File: src/rtl/c432_bist_ctrl_if.sv
// Stimulus/response and status bundle between the c432 BIST sequencer and its environment.
// The master side is the sequencer; the slave side is the test controller plus the c432 instance.
interface c432_bist_ctrl_if;
  logic        start;
  logic [35:0] dut_in;
  logic [6:0]  dut_out;
  logic        busy;
  logic        done;
  logic        pass;
  logic [15:0] signature;
  logic [15:0] pattern_idx;

  modport master (
    input  start,
    input  dut_out,
    output dut_in,
    output busy,
    output done,
    output pass,
    output signature,
    output pattern_idx
  );

  modport slave (
    output start,
    output dut_out,
    input  dut_in,
    input  busy,
    input  done,
    input  pass,
    input  signature,
    input  pattern_idx
  );
endinterface

File: src/rtl/c432_bist_ctrl.sv
// LFSR-driven self-test sequencer for c432: applies PATTERN_COUNT patterns, each held
// HOLD_CYCLES cycles, compacts the responses into a 16-bit MISR and compares to GOLDEN_SIG.
module c432_bist_ctrl #(
  parameter int unsigned PATTERN_COUNT = 1024,
  parameter int unsigned HOLD_CYCLES   = 1,
  parameter logic [35:0] LFSR_SEED     = 36'h000000001,
  parameter logic [15:0] GOLDEN_SIG    = 16'h0000
) (
  input logic            clk,
  input logic            rst,
  c432_bist_ctrl_if.master bist
);

  // An all-zero seed would lock the LFSR, so it is promoted to 1.
  localparam logic [35:0] SEED      = (LFSR_SEED == 36'h0) ? 36'h1 : LFSR_SEED;
  localparam logic [15:0] LAST_IDX  = 16'(PATTERN_COUNT - 1);
  localparam logic [3:0]  LAST_HOLD = 4'(HOLD_CYCLES - 1);

  typedef enum logic [1:0] {
    IDLE = 2'd0,
    RUN  = 2'd1,
    DONE = 2'd2
  } state_e;

  state_e      state_q, state_d;
  logic [35:0] lfsr_q, lfsr_d;
  logic [15:0] misr_q, misr_d;
  logic [15:0] idx_q, idx_d;
  logic [3:0]  hold_q, hold_d;
  logic        pass_q, pass_d;
  logic [15:0] misr_next;

  function automatic logic [35:0] lfsr_step(input logic [35:0] q);
    return {q[34:0], q[35] ^ q[24]};
  endfunction

  function automatic logic [15:0] misr_step(input logic [15:0] m, input logic [6:0] d);
    return {m[14:0], m[15] ^ m[14] ^ m[12] ^ m[3]} ^ {9'b0, d};
  endfunction

  assign misr_next = misr_step(misr_q, bist.dut_out);

  always_comb begin
    state_d = state_q;
    lfsr_d  = lfsr_q;
    misr_d  = misr_q;
    idx_d   = idx_q;
    hold_d  = hold_q;
    pass_d  = pass_q;
    unique case (state_q)
      IDLE, DONE: begin
        if (bist.start) begin
          state_d = RUN;
          lfsr_d  = SEED;
          misr_d  = 16'h0;
          idx_d   = 16'h0;
          hold_d  = 4'h0;
          pass_d  = 1'b0;
        end
      end
      RUN: begin
        if (hold_q == LAST_HOLD) begin
          // End of the hold window: absorb the settled response and step to the next pattern.
          misr_d = misr_next;
          hold_d = 4'h0;
          if (idx_q == LAST_IDX) begin
            state_d = DONE;
            pass_d  = (misr_next == GOLDEN_SIG);
          end else begin
            lfsr_d = lfsr_step(lfsr_q);
            idx_d  = idx_q + 16'd1;
          end
        end else begin
          hold_d = hold_q + 4'd1;
        end
      end
      default: state_d = IDLE;
    endcase
  end

  always_ff @(posedge clk) begin
    if (rst) begin
      state_q <= IDLE;
      lfsr_q  <= 36'h0;
      misr_q  <= 16'h0;
      idx_q   <= 16'h0;
      hold_q  <= 4'h0;
      pass_q  <= 1'b0;
    end else begin
      state_q <= state_d;
      lfsr_q  <= lfsr_d;
      misr_q  <= misr_d;
      idx_q   <= idx_d;
      hold_q  <= hold_d;
      pass_q  <= pass_d;
    end
  end

  assign bist.dut_in      = lfsr_q;
  assign bist.busy        = (state_q == RUN);
  assign bist.done        = (state_q == DONE);
  assign bist.pass        = pass_q;
  assign bist.signature   = misr_q;
  assign bist.pattern_idx = idx_q;

endmodule
File: src/flat_wrapper.sv
// flat-port wrapper written by rule: the top's interface ports become plain ports
module c432_bist_ctrl_flat 
#(
  parameter int unsigned PATTERN_COUNT = 1024,
  parameter int unsigned HOLD_CYCLES   = 1,
  parameter logic [35:0] LFSR_SEED     = 36'h000000001,
  parameter logic [15:0] GOLDEN_SIG    = 16'h0000
)
  (clk, rst, bist_start, bist_dut_out, bist_dut_in, bist_busy, bist_done, bist_pass, bist_signature, bist_pattern_idx);
  c432_bist_ctrl_if bist_i ();
  input logic clk;
  input logic rst;
  input wire logic [$bits(bist_i.start)-1:0] bist_start;
  input wire logic [$bits(bist_i.dut_out)-1:0] bist_dut_out;
  output wire logic [$bits(bist_i.dut_in)-1:0] bist_dut_in;
  output wire logic [$bits(bist_i.busy)-1:0] bist_busy;
  output wire logic [$bits(bist_i.done)-1:0] bist_done;
  output wire logic [$bits(bist_i.pass)-1:0] bist_pass;
  output wire logic [$bits(bist_i.signature)-1:0] bist_signature;
  output wire logic [$bits(bist_i.pattern_idx)-1:0] bist_pattern_idx;
  assign bist_i.start = bist_start;
  assign bist_i.dut_out = bist_dut_out;
  assign bist_dut_in = bist_i.dut_in;
  assign bist_busy = bist_i.busy;
  assign bist_done = bist_i.done;
  assign bist_pass = bist_i.pass;
  assign bist_signature = bist_i.signature;
  assign bist_pattern_idx = bist_i.pattern_idx;
  c432_bist_ctrl #(.PATTERN_COUNT(PATTERN_COUNT), .HOLD_CYCLES(HOLD_CYCLES), .LFSR_SEED(LFSR_SEED), .GOLDEN_SIG(GOLDEN_SIG)) u_core (.clk(clk), .rst(rst), .bist(bist_i));
endmodule
File: config.mk
export PLATFORM = sky130hd
export DESIGN_NAME = c432_bist_ctrl_flat
export DESIGN_NICKNAME = d
export VERILOG_FILES = /design/src/rtl/c432_bist_ctrl_if.sv /design/src/rtl/c432_bist_ctrl.sv /design/src/flat_wrapper.sv
export SDC_FILE = /design/constraint.sdc
export NUM_CORES = 1
export LEC_CHECK = 0
export ABC_AREA = 1
export BUFFER_PORTS_ARGS = -buffer_cell sky130_fd_sc_hd__buf_2
export CORE_AREA = 2 2 84 86
export CTS_CLUSTER_SIZE = 20
export DETAILED_ROUTE_END_ITERATION = 12
export DIE_AREA = 0 0 86 88
export PLACE_DENSITY = 0.89
export SYNTH_ARGS = -nofsm -noshare
export SYNTH_HDL_FRONTEND = slang
export SYNTH_SLANG_ARGS = --single-unit
File: constraint.sdc
create_clock -name clk -period 2 [get_ports clk]
set_input_delay 0.1 -clock clk [delete_from_list [all_inputs] [get_ports clk]]
set_output_delay 0.1 -clock clk [all_outputs]
set_load 0.005 [all_outputs]
Word level (Yosys, flattened, before mapping):

Cells that the tools add are included.

* $add $sub $neg: 2
* reductions and logical operators: 10
* multiplexer cells: 21
* equal/unequal tests: 7
* bitwise gates (word level): 5

Operators with widths (count)
* $mux W36: 3
* $pmux W36 S2: 1
* $mux W16: 4
* $pmux W16 S2: 2
* $add A16 B1 Y16 const B: 1
* $eq A16 B10 Y1 const B: 1
* $logic_not A16 Y1: 1
* $xor A16 B7 Y16: 1
* $mux W4: 2
* $pmux W4 S2: 1
* $reduce_and A4 Y1: 2
* $mux W2: 3
* $reduce_and A3 Y1: 2
* $add A4 B1 Y4 const B: 1
* $logic_not A4 Y1: 1
* $ne A2 B1 Y1 const B: 2
* $ne A2 B2 Y1 const B: 2
* $pmux W2 S2: 1
* $xor A1 B1 Y1: 4
* $mux W1: 3
* $eq A2 B1 Y1 const B: 1
* $eq A2 B2 Y1 const B: 1
* $logic_not A2 Y1: 1
* $pmux W1 S2: 1
* other kinds (3): 3

* word-level logic and storage cells: 51
* flip-flop bits (word level): 75
* output and inout port bits: 71
* input bits: 10

Depth between registers and ports, before layout:

* word-level depth: 8
* gate-level depth with buffers: 13
* mapped depth without buffers: 12

Worst setup path after synthesis:

OpenSTA, ideal clock, no wires.

* path kind: flip-flop to flip-flop
* from: reg u_core.idx_q[0], in the netlist u_core.bist.pattern_idx[0]
* to: reg u_core.idx_q[13], in the netlist u_core.bist.pattern_idx[13]
* arrival: 1666 ps
* cell stages (with the launch flop): 13
* data required time: 1930 ps
* period minus slack after synthesis: 1736 ps
* library setup time: 70 ps
* path slack: 264 ps
* path through: dfxtp_1 -> ha_1 -> inv_1 -> nor2_2 -> nand2_1 -> clkinv_1 -> nand2_1 -> nand2_2 -> nand2_2 -> nand2_2 -> buf_4 -> nand2_1 -> a21oi_1

* longest elaborated chain between the ends: 4
* elaborated cells on any way between the ends: 7

RTL lines
* start: declaration: line c432_bist_ctrl.sv:28 `logic [15:0] idx_q, idx_d;`
* start signal: assignment: line c432_bist_ctrl.sv:93 `idx_q <= idx_d;`
* $add A16 B1 Y16: line c432_bist_ctrl.sv:71 `idx_d = idx_q + 16'd1;`
* $mux W16: line c432_bist_ctrl.sv:66 `if (idx_q == LAST_IDX) begin`
* $mux W16: line c432_bist_ctrl.sv:62 `if (hold_q == LAST_HOLD) begin`
* $pmux W16 S2: line c432_bist_ctrl.sv:50 `unique case (state_q)`

Parallel ways exist; a longest one is shown, timed or not. The select of a mux whose other input is x is not followed.
A chain may end at the register's enable or synchronous reset.

Worst setup path after layout:

* from: reg u_core.idx_q[0], in the netlist u_core.bist.pattern_idx[0]
* to: reg u_core.lfsr_q[22], in the netlist u_core.bist.dut_in[22]

* longest elaborated chain between the ends: 3

RTL lines
* $eq A16 B10 Y1: line c432_bist_ctrl.sv:66
* $ne A2 B2 Y1 (no source line)
* $reduce_and A4 Y1 (no source line)
* end signal: assignment: line c432_bist_ctrl.sv:91 `lfsr_q <= lfsr_d;`
* end: declaration: line c432_bist_ctrl.sv:26 `logic [35:0] lfsr_q, lfsr_d;`

No other way between the ends.

==> Flow_metrics.wiki <==
{| class="wikitable"
! Metric !! Value
|-
| CTS sink count || 75
|-
| Worst-case clock skew || 0.0141 ns
|-
| RSZ-0062 raised after global routing || no
|-
| Multi-input gate area in the final layout || 0.00179 mm^2
|-
| Outcome || finished clean
|-
| Full die area || 0.00757 mm^2
|-
| Largest buffer count on any clock path || 2
|-
| Count of TritonRoute iterations in the first routing pass || 5
|-
| Vias in the first global route || 3170
|-
| Top cell type by total area after synthesis || sky130_fd_sc_hd__dfxtp_1
|-
| Rows || 30
|-
| Most prevalent standard cell on the critical path || sky130_fd_sc_hd__nand2_1
|-
| Most frequent cells after synthesis || 163 x sky130_fd_sc_hd__nand2_1, 128 x sky130_fd_sc_hd__nor2_1, 75 x sky130_fd_sc_hd__dfxtp_1
|-
| Number of antenna violations at the first check in global routing || 0
|-
| Final Instance Area || 0.00433 mm^2
|-
| Cell type of the slowest stage on the worst timing path || sky130_fd_sc_hd__dfxtp_1
|-
| CP Max Fanout || 60
|-
| Worst slew margin relative to its limit || 57.0%
|-
| Period utilisation layout || 91.6%
|-
| Main area contributors after synthesis || sky130_fd_sc_hd__dfxtp_1 43%, sky130_fd_sc_hd__nand2_1 17%, sky130_fd_sc_hd__nor2_1 14%, sky130_fd_sc_hd__a21oi_1 5.1%, sky130_fd_sc_hd__o21ai_0 3.8%
|-
| Post-synthesis instance total || 544
|-
| Fraction of final layout cells with drive strength greater than 1 || 20.2%
|-
| Async set-or-reset flop fraction in the synthesized netlist || 0%
|-
| Die boundary height || 88 um
|-
| Post-layout nets || 643
|-
| Number of storage elements in the synthesis netlist || 75
|-
| Number of warnings issued by yosys || 0
|-
| Share of synthesized area occupied by flip-flops and latches || 42.5%
|-
| Detail-routed net length per standard cell || 12.1 um
|-
| Clk Tree Root Cell || sky130_fd_sc_hd__clkbuf_8
|-
| GRT overflow || 0
|-
| Max VDD drop || 484 uV
|-
| Post-Route WL || 8670 um
|-
| Setup violations, final || 0
|-
| Clock input transition at the sequential cells of the worst setup and hold paths || 0.08 ns
|-
| Pins Over Slew Limit || 0
|-
| Count of nets left with antenna violations after detail routing || 0
|-
| Most numerous cell in the Yosys netlist || sky130_fd_sc_hd__nand2_1
|-
| H-Tree Level Count || 3
|-
| Routability cong. || 1.01
|-
| Peak clock frequency supported by timing || 546 MHz
|-
| CP arrival || 2.06 ns
|-
| Number of DRC violations after detailed-routing iteration 0 || 248
|-
| Final-layout setup total negative slack || 0 ns
|-
| Required time worst endpoint || 2.23 ns
|-
| Placed instance area || 0.00408 mm^2
|-
| Die X-Extent || 86 um
|-
| Crit path setup slack, layout || 0.168 ns
|-
| Post-cts hold buffer count || 0
|-
| CTS tree || built
|-
| Placed cells || 697
|-
| Number of ports placed on the die boundary || 81
|-
| Latest clock arrival within the worst-skew pair || 0.34 ns
|-
| CP peak stage delay || 0.32 ns
|-
| HPWL after DPL || 5970 um
|-
| Count of input and output buffers || 80
|-
| Post-Place Setup Slack || 0.127 ns
|-
| Leading register cell type out of synthesis || sky130_fd_sc_hd__dfxtp_1
|-
| Cell depth of the worst hold path || 4
|-
| Effective utilization at floorplan || 53.1%
|-
| Diode insertion count for antenna repair || 0
|-
| Number of buffers inserted during clock tree synthesis || 9
|-
| Number of design rule violations left after detail routing || 0
|-
| Global Route Usage Sum || 23.1%
|-
| Number of failing hold endpoints at the final stage || 0
|-
| Power Density || 820 mW/mm^2
|-
| Worst Reg2Reg Path Length in Cells || 12
|-
| Count of unique library cells instantiated by Yosys || 26
|-
| Kind of launch point of the worst setup path || flop
|-
| Clock period minus worst slack || 1.83 ns
|-
| Worst R2R Setup Slack || 0.17 ns
|-
| Area of all sequential standard cells || 0.00150 mm^2
|-
| Maximum number of pins on one net before global-route repair || 61
|-
| Sort of element at the end of the critical path || flop
|-
| Hold Crit Class || in -> reg
|-
| Leakage power || 2.00 nW
|-
| Number of synthesized flops with an enable pin || 0
|-
| Overall power after layout || 3.55 mW
|-
| Crit path cell chain || ha_1 > inv_1 > nor2_2 > nand2_1 > clkinv_1 > nand2_1 > nand2_2 > a21oi_4 > buf_12 > nand2_1 > nand2_1 > nor2_1
|-
| Number of buffers and inverters on the critical path || 3
|-
| Via count || 3652
|-
| Filler-free cell count of the finished design || 715
|-
| Synthesized cell area || 0.00353 mm^2
|-
| First-pass GRT wire length || 14000 um
|-
| Vias per std cell || 5.11
|-
| Synthesized netlist net count || 557
|-
| Synthesis-to-finish area growth || 22.5%
|-
| Standard cell core area || 0.00664 mm^2
|-
| Filler instances || 588
|-
| Critical Path Stages || 12
|-
| Synth top area share || 42.5%
|-
| Family with the most delay on the worst path || simple AND/OR/NAND/NOR gates
|-
| Average instance area after synthesis || 6.49 um^2
|-
| Worst-margin pin slew || 0.644 ns
|-
| Max-cap violations || 0
|-
| Critical path type || reg -> reg
|}
flip-flops by register name, summed over array words and instances (netlist names):
| register | flops |
|---|---|
| u_core.bist.dut_in | 36 |
| u_core.bist.pattern_idx | 16 |
| u_core.bist.signature | 16 |
| u_core.hold_q | 4 |
| u_core.state_q | 2 |
| u_core.bist.pass | 1 |
worst min-delay path: stages:
cell	delay (ns)
sky130_fd_sc_hd__buf_2	0.08
sky130_fd_sc_hd__xor2_1	0.06
sky130_fd_sc_hd__nand2_1	0.07
sky130_fd_sc_hd__a21oi_1	0.05
metrics by stage:
stage	hold slack (ns)	utilization [%]
2_1_floorplan	0.314	-
3_3_place_gp	0.418	61.5
3_5_place_dp	0.431	61.5
4_1_cts	0.0551	64.9
5_1_grt	0.0697	65.1
6_report	0.0725	65.1
power by group:
group          leakage (nW)  total (mW)  switching (mW)  internal, mW
registers             0.611        1.65          0.0714          1.58
clock network         0.113        1.33           0.558         0.770
logic                  1.28       0.569           0.351         0.218
timing repair:
| action | in CTS | in global routing |
|---|---|---|
| buffers inserted | 0 | 2 |
| setup endpoints to repair | 0 | 25 |
| gates resized for setup | 0 | 1 |
path summary, 6_finish.rpt:
check                                  start                       end
hold reg to reg     u_core.bist.signature[7]  u_core.bist.signature[7]
setup / recovery  u_core.bist.pattern_idx[0]    u_core.bist.dut_in[22]
hold / removal               bist_dut_out[2]  u_core.bist.signature[2]
setup reg to reg  u_core.bist.pattern_idx[0]    u_core.bist.dut_in[22]
logic make-up after synthesis:
kind of cell	count (synthesis)	share of synthesized area, %
simple gates	329	37.3
flops	75	42.5
compound gates	67	9.82
buf+inv	61	7.02
xor+xnor	9	2.23
fa+ha+maj	3	1.06
metal layers:
layer	vias up	share of wire [%]	routed length (um)	global-route usage [%]
met5	-	0	0	0
met4	0	2.0	170	8.66
met3	20	6.2	540	5.18
met2	122	48	4180	39.1
met1	1653	44	3780	28.8
li1	1857	-	-	-
cell type report:
class / count / area share, %
Timing Repair Buffer: 99 / 13.1
Clock inverter: 4 / 1.68
Tap cell: 80 / 2.31
Clock buffer: 12 / 3.59
Inverter: 37 / 3.21
Sequential cell: 75 / 34.7
Multi-Input combinational cell: 408 / 41.4
cell usage in the layout (no fill, tap or decap), types with 4 or more instances in the layout:
cell | netlist | routed
sky130_fd_sc_hd__inv_1 | 32 | 32
sky130_fd_sc_hd__buf_2 | 9 | 80
sky130_fd_sc_hd__buf_4 | 2 | 17
sky130_fd_sc_hd__nor2_1 | 128 | 128
sky130_fd_sc_hd__xor2_1 | 4 | 4
sky130_fd_sc_hd__o21ai_0 | 27 | 27
sky130_fd_sc_hd__a21oi_1 | 36 | 36
sky130_fd_sc_hd__xnor2_1 | 5 | 5
sky130_fd_sc_hd__nand3_1 | 21 | 21
sky130_fd_sc_hd__nand4_1 | 4 | 4
sky130_fd_sc_hd__dfxtp_1 | 75 | 74
sky130_fd_sc_hd__clkbuf_8 | 0 | 11
sky130_fd_sc_hd__nand2_1 | 163 | 163
No activity file was read; power rests on OpenSTA's default activity.
